[config.mk]
export PLATFORM = sky130hd
export DESIGN_NAME = mvm_host_seq
export DESIGN_NICKNAME = d
export VERILOG_FILES = /design/src/rtl/mvm_host_seq.sv
export SDC_FILE = /design/constraint.sdc
export NUM_CORES = 1
export LEC_CHECK = 0
export CORE_UTILIZATION = 46
export CTS_CLUSTER_DIAMETER = 150
export DETAILED_ROUTE_END_ITERATION = 7
export GPL_TIMING_DRIVEN = 1
export PLACE_DENSITY = 0.85
export SETUP_SLACK_MARGIN = 0.4
export SYNTH_ARGS = -nofsm -noshare
export SYNTH_HDL_FRONTEND = slang
export SYNTH_SLANG_ARGS = --single-unit
[constraint.sdc]
create_clock -name clk -period 4.3 [get_ports clk]
set_input_delay 1.075 -clock clk [delete_from_list [all_inputs] [get_ports clk]]
set_output_delay 1.075 -clock clk [all_outputs]
set_load 0.03 [all_outputs]
[src/rtl/mvm_host_seq.sv]
// mvm_host_seq: drives the mvm core's serial load/start/done protocol, streaming
// A and x from a source RAM into the core and writing the K results to a result RAM.
module mvm_host_seq #(
   parameter int K       = 8,
   parameter int B       = 8,
   parameter int TIMEOUT = 4096
) (
   input  logic                     clk,
   input  logic                     reset,
   input  logic                     cmd_go,
   input  logic                     cmd_vec_first,
   input  logic                     cmd_abort,
   output logic                     cmd_busy,
   output logic                     cmd_done,
   output logic                     cmd_err,
   output logic [$clog2(K*K+K)-1:0] src_addr,
   input  logic [B-1:0]             src_rdata,
   output logic                     res_we,
   output logic [$clog2(K)-1:0]     res_addr,
   output logic [2*B-1:0]           res_data,
   output logic                     mvm_load_matrix,
   output logic                     mvm_load_vector,
   output logic                     mvm_start,
   output logic [B-1:0]             mvm_data_in,
   input  logic                     mvm_done,
   input  logic [2*B-1:0]           mvm_data_out
);

   localparam int SAW  = $clog2(K*K+K);
   localparam int RAW  = $clog2(K);
   localparam int CMAX = (K*K > TIMEOUT) ? K*K : TIMEOUT;
   localparam int CW   = $clog2(CMAX+1);

   localparam logic [CW-1:0]  LEN_A  = CW'(K*K);
   localparam logic [CW-1:0]  LEN_X  = CW'(K);
   localparam logic [CW-1:0]  T_LAST = CW'(TIMEOUT-1);
   localparam logic [SAW-1:0] BASE_X = SAW'(K*K);

   typedef enum logic [3:0] {
      IDLE, LOAD1, GAP1, LOAD2, GAP2, START, WAIT_DONE, CAPTURE, FINISH
   } state_t;

   state_t        state, next_state;
   logic [CW-1:0] cnt;
   logic          vec_first;
   logic          done_q;

   logic          in_load, load_is_x, done_rise, accept, capture, timeout;
   logic [CW-1:0] load_len;

   assign in_load   = (state == LOAD1) || (state == LOAD2);
   // LOAD1 carries x only when vec_first was latched with the accepted command.
   assign load_is_x = (state == LOAD1) ? vec_first : !vec_first;
   assign load_len  = load_is_x ? LEN_X : LEN_A;
   assign done_rise = mvm_done && !done_q;
   assign accept    = (state == IDLE) && cmd_go && !cmd_abort;
   assign capture   = (state == CAPTURE) && (cnt < LEN_X) && !cmd_abort;
   assign timeout   = (state == WAIT_DONE) && !cmd_abort && !done_rise && (cnt == T_LAST);

   // NOTE: sequential state uses non-blocking assignments so every register
   // samples the pre-edge values, independent of process ordering.
   always_ff @(posedge clk or negedge reset) begin
      if (!reset) state <= IDLE;
      else        state <= next_state;
   end

   always_comb begin
      // NOTE: default first, so no path through the case leaves next_state
      // unassigned and infers a latch.
      next_state = state;
      if (cmd_abort) begin
         next_state = IDLE;
      end else begin
         case (state)
            IDLE:      if (cmd_go) next_state = LOAD1;
            LOAD1:     if (cnt == load_len) next_state = GAP1;
            GAP1:      next_state = LOAD2;
            LOAD2:     if (cnt == load_len) next_state = GAP2;
            GAP2:      next_state = START;
            START:     next_state = WAIT_DONE;
            WAIT_DONE: if (done_rise) next_state = CAPTURE;
                       else if (cnt == T_LAST) next_state = IDLE;
            CAPTURE:   if (cnt == LEN_X) next_state = FINISH;
            FINISH:    next_state = IDLE;
            default:   next_state = IDLE;
         endcase
      end
   end

   always_comb begin
      cmd_busy        = (state != IDLE);
      cmd_done        = (state == FINISH);
      mvm_start       = (state == START);
      mvm_load_matrix = in_load && (cnt == '0) && !load_is_x;
      mvm_load_vector = in_load && (cnt == '0) && load_is_x;
      mvm_data_in     = '0;
      src_addr        = '0;
      if (in_load && (cnt != '0)) mvm_data_in = src_rdata;
      // Address for word n goes out one cycle ahead of the word itself.
      if (in_load && (cnt < load_len)) src_addr = (load_is_x ? BASE_X : '0) + SAW'(cnt);
   end

   // cnt restarts on every state change and measures time spent in the state.
   always_ff @(posedge clk or negedge reset) begin
      if (!reset) begin
         cnt       <= '0;
         vec_first <= 1'b0;
         done_q    <= 1'b0;
         cmd_err   <= 1'b0;
         res_we    <= 1'b0;
         res_addr  <= '0;
         res_data  <= '0;
      end else begin
         done_q <= mvm_done;
         if ((next_state != state) || (state == IDLE)) cnt <= '0;
         else                                          cnt <= cnt + CW'(1);
         if (accept)       vec_first <= cmd_vec_first;
         if (accept)       cmd_err   <= 1'b0;
         else if (timeout) cmd_err   <= 1'b1;
         res_we <= capture;
         if (capture) begin
            res_addr <= RAW'(cnt);
            res_data <= mvm_data_out;
         end
      end
   end

endmodule

==> Yosys cells after proc, flatten, opt, wreduce, memory -nomap -nowiden <==
Cells that the tools add are included.
{ "word_totals": {"ff_bits": 40, "in_bits": 30, "out_inout_bits": 41, "word_cells": 65} }
{ "op_classes": {"n_addsub": 2, "n_lt_le_gt_ge": 2, "eq_ne": 12, "muxes": 16, "n_reduce_logical": 25} }
{ "ops": {"columns": ["cell", "count"], "rows": [
  ["4-bit one-hot mux with 8 select lines", 1],
  ["4-bit 2-to-1 mux", 7],
  ["7-bit 2-to-1 mux", 3],
  ["4-bit by 3-bit equality test with 1-bit output, second input constant", 4],
  ["13-bit by 1-bit adder with 13-bit output, second input constant", 1],
  ["13-bit by 12-bit equality test with 1-bit output, second input constant", 1],
  ["13-bit by 4-bit equality test with 1-bit output, second input constant", 1],
  ["13-bit by 7-bit equality test with 1-bit output", 1],
  ["1-bit logical AND", 13],
  ["13-bit zero test", 1],
  ["13-bit by 4-bit less-than comparator with 1-bit output, second input constant", 1],
  ["13-bit by 7-bit less-than comparator with 1-bit output", 1],
  ["13-bit 2-to-1 mux", 1],
  ["13-bit nonzero test", 1],
  ["4-bit by 2-bit equality test with 1-bit output, second input constant", 2],
  ["8-bit 2-to-1 mux", 1],
  ["7-bit adder", 1],
  ["1-bit zero test", 5],
  ["4-bit by 1-bit equality test with 1-bit output, second input constant", 1],
  ["4-bit equality test, second input constant", 1],
  ["4-bit zero test", 1],
  ["4-bit != test", 1],
  ["4-bit nonzero test", 1],
  ["1-bit 2-to-1 mux", 3],
  ["other kinds (2)", 3]
]} }

==> Logic depth before layout (Yosys ltp) <==
Gate-level depths: netlist (run 1).
{ "logic_depth": {"ltp_word": 10, "mapped_depth": 11, "depth_no_buf": 9} }

==> Worst setup path before layout (run 1) <==
Ideal clock, no wire load.
{ "synth_timing": {"path_kind": "register to output", "from": "reg state[3]", "to": "out src_addr[0]", "arrival_ps": 2666, "t_required_ps": 3225, "path_slack_ps": 559, "stages_incl_launch_ff": 9, "n_path_buf": 1, "cell_sequence": "dfrtp_1 -> clkbuf_1 -> or2_2 -> nor2_1 -> xnor2_1 -> ha_1 -> or3_1 -> a2111oi_0 -> and2_1"} }
{ "synth_between": {"elab_chain_len": 6, "word_cells_on_any_way": 8, "classes_between": "order compare: 1; eq/ne: 2; mux: 3; reduce/logical: 2"} }
{ "synth_rtl": {"columns": ["item", "line_no", "rtl"], "rows": [
  ["from (decl)", "43", "state_t state, next_state;"],
  ["from (signal assigned)", "64", "else state <= next_state;"],
  ["4-bit by 1-bit equality test with 1-bit output", "51, 53", null],
  ["1-bit 2-to-1 mux", "53", "assign load_is_x = (state == LOAD1) ? vec_first : !vec_first;"],
  ["7-bit 2-to-1 mux", "54", "assign load_len = load_is_x ? LEN_X : LEN_A;"],
  ["13-bit by 7-bit less-than comparator with 1-bit output", "100", "if (in_load && (cnt < load_len)) src_addr = (load_is_x ? BASE_X : '0) + SAW'(cnt);"],
  ["1-bit logical AND *", "100", null],
  ["7-bit 2-to-1 mux *", "100", null],
  ["to (decl)", "16", "output logic [$clog2(K*K+K)-1:0] src_addr,"]
]} }
Every way passes the cells marked *; elsewhere a longest branch is shown, timed or not.

==> Worst setup path in the final report (run 1) <==
{ "layout_timing": {"from": "reg state[3]", "to": "out src_addr[1]"} }
The elaborated chain is that of the path after synthesis.

==> results of run 1 <==
==> kinds of logic (layout without fill, tap and decap cells) <==
logic type / count (synthesis) / in the layout / share of synthesized area [%]
muxes: 20 / 20 / 10.0
xor gates and xnor gates: 13 / 13 / 5.06
buffers and inverters: 19 / 93 / 4.23
AOI/OAI and AO/OA: 20 / 20 / 7.29
and+or+nand+nor: 88 / 88 / 26.7
DFF: 40 / 40 / 44.5
adders and majority gates: 4 / 4 / 2.22
==> flip-flops by register name (all words and copies together) (netlist names) <==
register   count
res_addr       3
state          4
res_we         1
vec_first      1
done_q         1
cnt           13
res_data      16
cmd_err        1
==> final cells by class <==
type / instances / area share (%)
multi-input combinational: 145 / 37.5
sequential: 40 / 31.6
timing repair buffer: 79 / 24.1
tap: 67 / 2.63
clock buffer: 5 / 2.16
clock inverter: 3 / 1.34
inverter: 6 / 0.708
==> cell usage after synthesis, types with 4 or more instances <==
cell type | count | area [µm²]
mux2_2 | 20 | 225
nor2_1 | 15 | 56.3
nor3_1 | 6 | 30.0
ha_1 | 4 | 50.1
and3_1 | 4 | 25.0
dfrtp_1 | 40 | 1000
xor2_1 | 5 | 43.8
inv_1 | 6 | 22.5
nor4_2 | 9 | 113
clkbuf_1 | 6 | 22.5
and2_1 | 15 | 93.8
buf_2 | 4 | 20.0
nand2_1 | 7 | 26.3
xnor2_1 | 8 | 70.1
nand3_1 | 6 | 30.0
a21oi_1 | 4 | 20.0
==> routing by layer <==
layer	wire [µm]	global-route usage [%]
met5	0	0
met4	54	5.23
met3	514	7.78
met2	2610	35.6
met1	2130	25.2
==> report_power, final <==
part	internal, µW	total (µW)	leakage [µW]	switching (µW)
clock	172	309	0.0000541	138
combinational	241	613	0.000883	372
sequential	398	427	0.000547	29.2
==> through the flow <==
stage	instance area (µm²)	power (µW)	hold WS [ps]	utilization, %
after floorplan	2250	834	497	-
after global placement	2980	998	489	63.2
after detailed placement	2980	1010	496	63.2
after CTS	3110	1330	515	65.7
after global routing	3180	1420	526	67.4
final	3180	1350	511	67.4
==> worst min-delay path by stage <==
stage | from | to | slack, ps | depth (start not counted)
4_1_cts | res_addr[2]$_DFFE_PN0P_ | res_addr[2]$_DFFE_PN0P_ | 510 | 1
3_5_place_dp | res_addr[2]$_DFFE_PN0P_ | res_addr[2]$_DFFE_PN0P_ | 500 | 1
2_1_floorplan | cnt[0]$_DFF_PN0_ | cnt[0]$_DFF_PN0_ | 500 | 1
6_report | res_addr[2]$_DFFE_PN0P_ | res_addr[2]$_DFFE_PN0P_ | 510 | 1
3_3_place_gp | res_data[5]$_DFFE_PN0P_ | res_data[5]$_DFFE_PN0P_ | 490 | 1
5_1_grt | res_data[14]$_DFFE_PN0P_ | res_data[14]$_DFFE_PN0P_ | 530 | 1
==> repair_timing <==
action                                  in CTS  in global routing
endpoints found under the setup margin      16                 16
resized for setup                            3                 15
hold buffers                                 0                  0
endpoints found under the hold margin        0                  0
setup buffers                                0                  4
==> qor.csv, run 1 <==
stage;metric;value;unit
placement;pre_cts_slack;585;ps
finish;fillers;360;
synthesis;seq_area_frac_synth;44.5;%
worst_setup_path;crit_top_cell;buf_4;
worst_setup_path;cp.arrival;2720;ps
worst_setup_path;crit_path_start;state[3]$_DFF_PN0_;
worst_setup_path;cp.required;3220;ps
synthesis;syn_avg_cell_area;11.0;µm²
worst_setup_path;endpoint;src_addr[1];
route;drt_first_iter_violations;106;
synthesis;ys_types;42;
route;wl;5300;µm
route;drc_errors;0;
global_routing;grt.total_usage;20.9;%
floorplan;dieHeight;71.9;µm
timing;finalSetupViolCount;0;
global_routing;antenna_found_initial;0;
finish;syn_to_final_growth;41.5;%
clock_tree;cts-htree-levels;2;
timing;clock-skew-final;3.55;ps
floorplan;rows;25;
min_path;min-delay-path-class;reg2reg;
floorplan;die_x;71.9;µm
global_routing;grt.overflow.total;0;
timing;slew_viol_final;0;
global_routing;grt_pass1_wl;8480;µm
synthesis;synthCells;204;
status;status;complete, no violations;
pwr;vdd_drop_max;0.272;mV
timing;finalHoldViolations;0;
finish;drive_gt1_share;25.5;%
timing;post-route-period-util;88.2;%
floorplan;die-area;0.00517;mm²
worst_setup_path;critPathSlowestCell;dfrtp_2;
global_routing;grt_max_degree;41;
worst_setup_path;start_kind;register;
placement;hpwl;3740;µm
worst_setup_path;reg2reg_depth;9;
worst_setup_path;r2r_setup_slack;1320;ps
route;vias;1872;
timing;setup_tns;0;ps
clock_tree;clkLatencyLatePin;290;ps
clock_tree;clockBufferDepth;2;
synthesis;async_flop_share;100;%
synthesis;synth_flop_cell;dfrtp_1;
finish;final_common_cell;clkdlybuf4s50_1;
worst_setup_path;endpoint_kind;output port;
timing;setup_ws;507;ps
route;wl_per_cell;15.4;µm
worst_setup_path;criticalPathCategory;reg2out;
clock_tree;cts_tree;yes;
floorplan;start_util;47.6;%
timing;tightest_slew;884;ps
synthesis;synth_edf_count;0;
timing;rsz0062_at_grt;false;
route;dr.pass1.iters;4;
clock_tree;cts-buffers-inserted;5;
worst_setup_path;cp_num_buf_inv;2;
clock_tree;clkTransAtPathRegs;80;ps
clock_tree;clock_sinks;40;
placement;gp_congestion;0.825;
route;drtAntennaViolNets;0;
timing;max_freq;264;MHz
placement;io_buffers;70;
worst_setup_path;reg2reg_from;state[3]$_DFF_PN0_;
synthesis;synth_warnings;0;
pwr;p_leak;0.00148;µW
finish;ff_latch_area;0.00100;mm²
global_routing;grt_pass1_vias;1858;
finish;multiInputGateArea;0.00119;mm²
clock_tree;clock-root-buffer;clkbuf_8;
pwr;powerDensity;424;mW/mm²
worst_setup_path;r2r-end;cnt[12]$_DFF_PN0_;
finish;nets;311;
floorplan;pin_count;71;
worst_setup_path;cp_num_cells;9;
finish;final_cell_mix;clkdlybuf4s50_1, dfrtp_1, mux2_2;
timing;finalCriticalPeriod;3790;ps
finish;instances_no_fill;345;
synthesis;mappedNetlistArea;0.00225;mm²
worst_setup_path;critical_path.max_stage_delay;450;ps
worst_setup_path;path_delay_family;simple AND/OR/NAND/NOR gates;
flow_run;drv_cap;0;
route;vias_per_cell;5.43;
placement;dp.cells;333;
timing;relSlewSlack;41.1;%
finish;diodes;0;
worst_setup_path;path_cells;or2_2 -> nor2_2 -> xnor2_1 -> ha_1 -> or3_1 -> a2111oi_4 -> buf_4 -> and2_1 -> buf_4;
synthesis;ys_seq_elements;40;
floorplan;core-area;0.00472;mm²
worst_setup_path;crit_fanout;8;
synthesis;synth_fp_nets;238;
Power figures use the tool's default switching activity.
==> run 2: changes to the inputs <==
Settings changed: CORE_UTILIZATION 46 to 42, PLACE_DENSITY 0.85 to 0.82.
Clock period 4.3 ns to 3.3 ns, I/O delays scaled along.
==> run 2 against run 1 <==
  * Worst setup slack worse by 490 ps
  * Critical path depth unchanged
  * Flip-flop and latch count unchanged
  * First-iteration DRC count grew 43%
  * Clock skew rose by 5.8 ps
  * Utilization decreased by 0.55 points
  * Total power up 53%
  * Global-route usage rose by 1.0 points
  * Hold slack is essentially flat
  * Combinational power grew 71%
  * Routed wire length increased by 11%
  * Critical path type unchanged
  * Largest cell class unchanged
==> qor.csv, run 2 (same netlist as run 1, synthesis figures left out) <==
stage;metric;value;unit
clock_tree;clock_sinks;40;
worst_setup_path;endpoint_kind;output port;
finish;diodes;0;
worst_setup_path;criticalPathCategory;reg2out;
finish;drive_gt1_share;38.4;%
floorplan;core-area;0.00514;mm²
route;wl;5860;µm
finish;syn_to_final_growth;52.7;%
placement;dp.cells;345;
clock_tree;clkTransAtPathRegs;80;ps
clock_tree;cts-buffers-inserted;5;
worst_setup_path;cp.arrival;2460;ps
global_routing;grt_max_degree;41;
flow_run;drv_cap;0;
timing;finalCriticalPeriod;3280;ps
placement;gp_congestion;0.841;
finish;reg_top3;res_data (16), cnt (13), state (4);
global_routing;grt.overflow.total;0;
timing;clock-skew-final;9.35;ps
clock_tree;clock-root-buffer;clkbuf_8;
route;wl_per_cell;16.0;µm
timing;setup_ws;19.4;ps
finish;fillers;390;
timing;finalSetupViolCount;0;
worst_setup_path;critical_path.max_stage_delay;460;ps
finish;final_common_cell;clkdlybuf4s50_1;
global_routing;grt_pass1_wl;9100;µm
worst_setup_path;critPathSlowestCell;dfrtp_2;
pwr;powerDensity;602;mW/mm²
timing;tightest_slew;921;ps
worst_setup_path;r2r_setup_slack;540;ps
floorplan;rows;26;
global_routing;grt.total_usage;21.9;%
timing;relSlewSlack;38.6;%
worst_setup_path;path_cells;nand2b_1 -> nor2_4 -> xnor2_2 -> ha_2 -> or3_4 -> a2111oi_4 -> buf_4 -> and2_4 -> buf_6;
worst_setup_path;crit_fanout;7;
placement;hpwl;3880;µm
route;vias_per_cell;5.44;
floorplan;die_x;75.2;µm
worst_setup_path;cp.required;2470;ps
clock_tree;cts_hold_buf;0;
timing;max_freq;305;MHz
timing;post-route-period-util;99.4;%
route;drt_first_iter_violations;152;
floorplan;dieHeight;75.2;µm
global_routing;antenna_found_initial;0;
route;vias;1995;
clock_tree;clkLatencyLatePin;300;ps
finish;instances_no_fill;367;
pwr;vdd_drop_max;0.335;mV
finish;utilization;66.8;%
timing;whs;510;ps
status;status;complete, no violations;
worst_setup_path;start_kind;register;
global_routing;grt_pass1_vias;2046;
placement;io_buffers;70;
finish;nets;331;
pwr;finalPower;2070;µW
finish;largest_reg_flops;16;
timing;finalHoldViolations;0;
floorplan;pin_count;71;
timing;slew_viol_final;0;
pwr;p_leak;0.00150;µW
route;dr.pass1.iters;4;
finish;largest-register;res_data;
clock_tree;clockBufferDepth;2;
placement;pre_cts_slack;162;ps
floorplan;die-area;0.00565;mm²
min_path;min-delay-path-class;reg2reg;
route;drtAntennaViolNets;0;
timing;rsz0062_at_grt;true;
clock_tree;cts-htree-levels;2;
floorplan;start_util;43.8;%
route;drc_errors;0;
finish;final_cell_mix;clkdlybuf4s50_1, dfrtp_1, buf_4;
clock_tree;cts_tree;yes;
## run 2: cell type report
cell class	instances	area [µm²]	share of cell area (%)
Clock buffer	5	68.8	2.00
Timing Repair Buffer	99	927	27.0
Inverter	6	22.5	0.655
Multi-Input combinational cell	145	1270	36.9
Clock inverter	2	60.1	1.75
Sequential cell	40	1000	29.2
Tap cell	70	87.6	2.55
## run 2: timing repair
| item | in CTS | in global routing |
|---|---|---|
| pin swaps | 9 | 6 |
| gates cloned | 0 | 0 |
| resized for setup | 53 | 30 |
| endpoints found under the setup margin | 30 | 19 |
| setup buffers | 11 | 4 |
## run 2: path summary, 6_finish.rpt
check,start,to,cells after the start
setup / recovery,state[0]$_DFF_PN0_,src_addr[4],9
hold / removal,res_data[2]$_DFFE_PN0P_,res_data[2]$_DFFE_PN0P_,1
setup reg to reg,state[0]$_DFF_PN0_,cnt[1]$_DFF_PN0_,12
hold reg to reg,res_data[2]$_DFFE_PN0P_,res_data[2]$_DFFE_PN0P_,1
max in group asynchronous,reset,cnt[7]$_DFF_PN0_,1
min in group asynchronous,reset,res_data[0]$_DFFE_PN0P_,1
## run 2: layer usage
metal | routed length [µm] | track usage (%) | part of all wire (%) | vias up
li1 | - | - | - | 914
met1 | 2420 | 26.2 | 41 | 971
met2 | 2750 | 36.9 | 47 | 96
met3 | 563 | 8.17 | 9.6 | 14
met4 | 127 | 6.79 | 2.2 | 0
met5 | 0 | 0 | 0 | -
## run 2: report_power, final
part	switching (µW)	internal, µW	leakage [µW]
combinational	576	469	0.000884
sequential	29.9	519	0.000549
clock	175	298	0.0000642
total	782	1290	0.00150
## run 2: worst max-delay path: cells and delay by family (launching register included)
family	cells	cell delay [ps]
compound gates	1	290
xor+xnor	1	150
fa+ha+maj	1	180
buf+inv	2	330
flops	1	460
simple gates	4	750
## run 2: stage by stage
| stage | TNS, ps | instance area (µm²) |
|---|---|---|
| after global routing | -337 | 3440 |
| after detailed placement | 0 | 3100 |
| after floorplan | 0 | 2310 |
| after global placement | 0 | 3100 |
| after CTS | 0 | 3340 |
| final | 0 | 3440 |
==> run 3: changes to the inputs <==
Settings changed: CAP_MARGIN from default to 20.
==> results of run 3 <==
No change in the layout: final DEF, timing and power equal those of run 2.
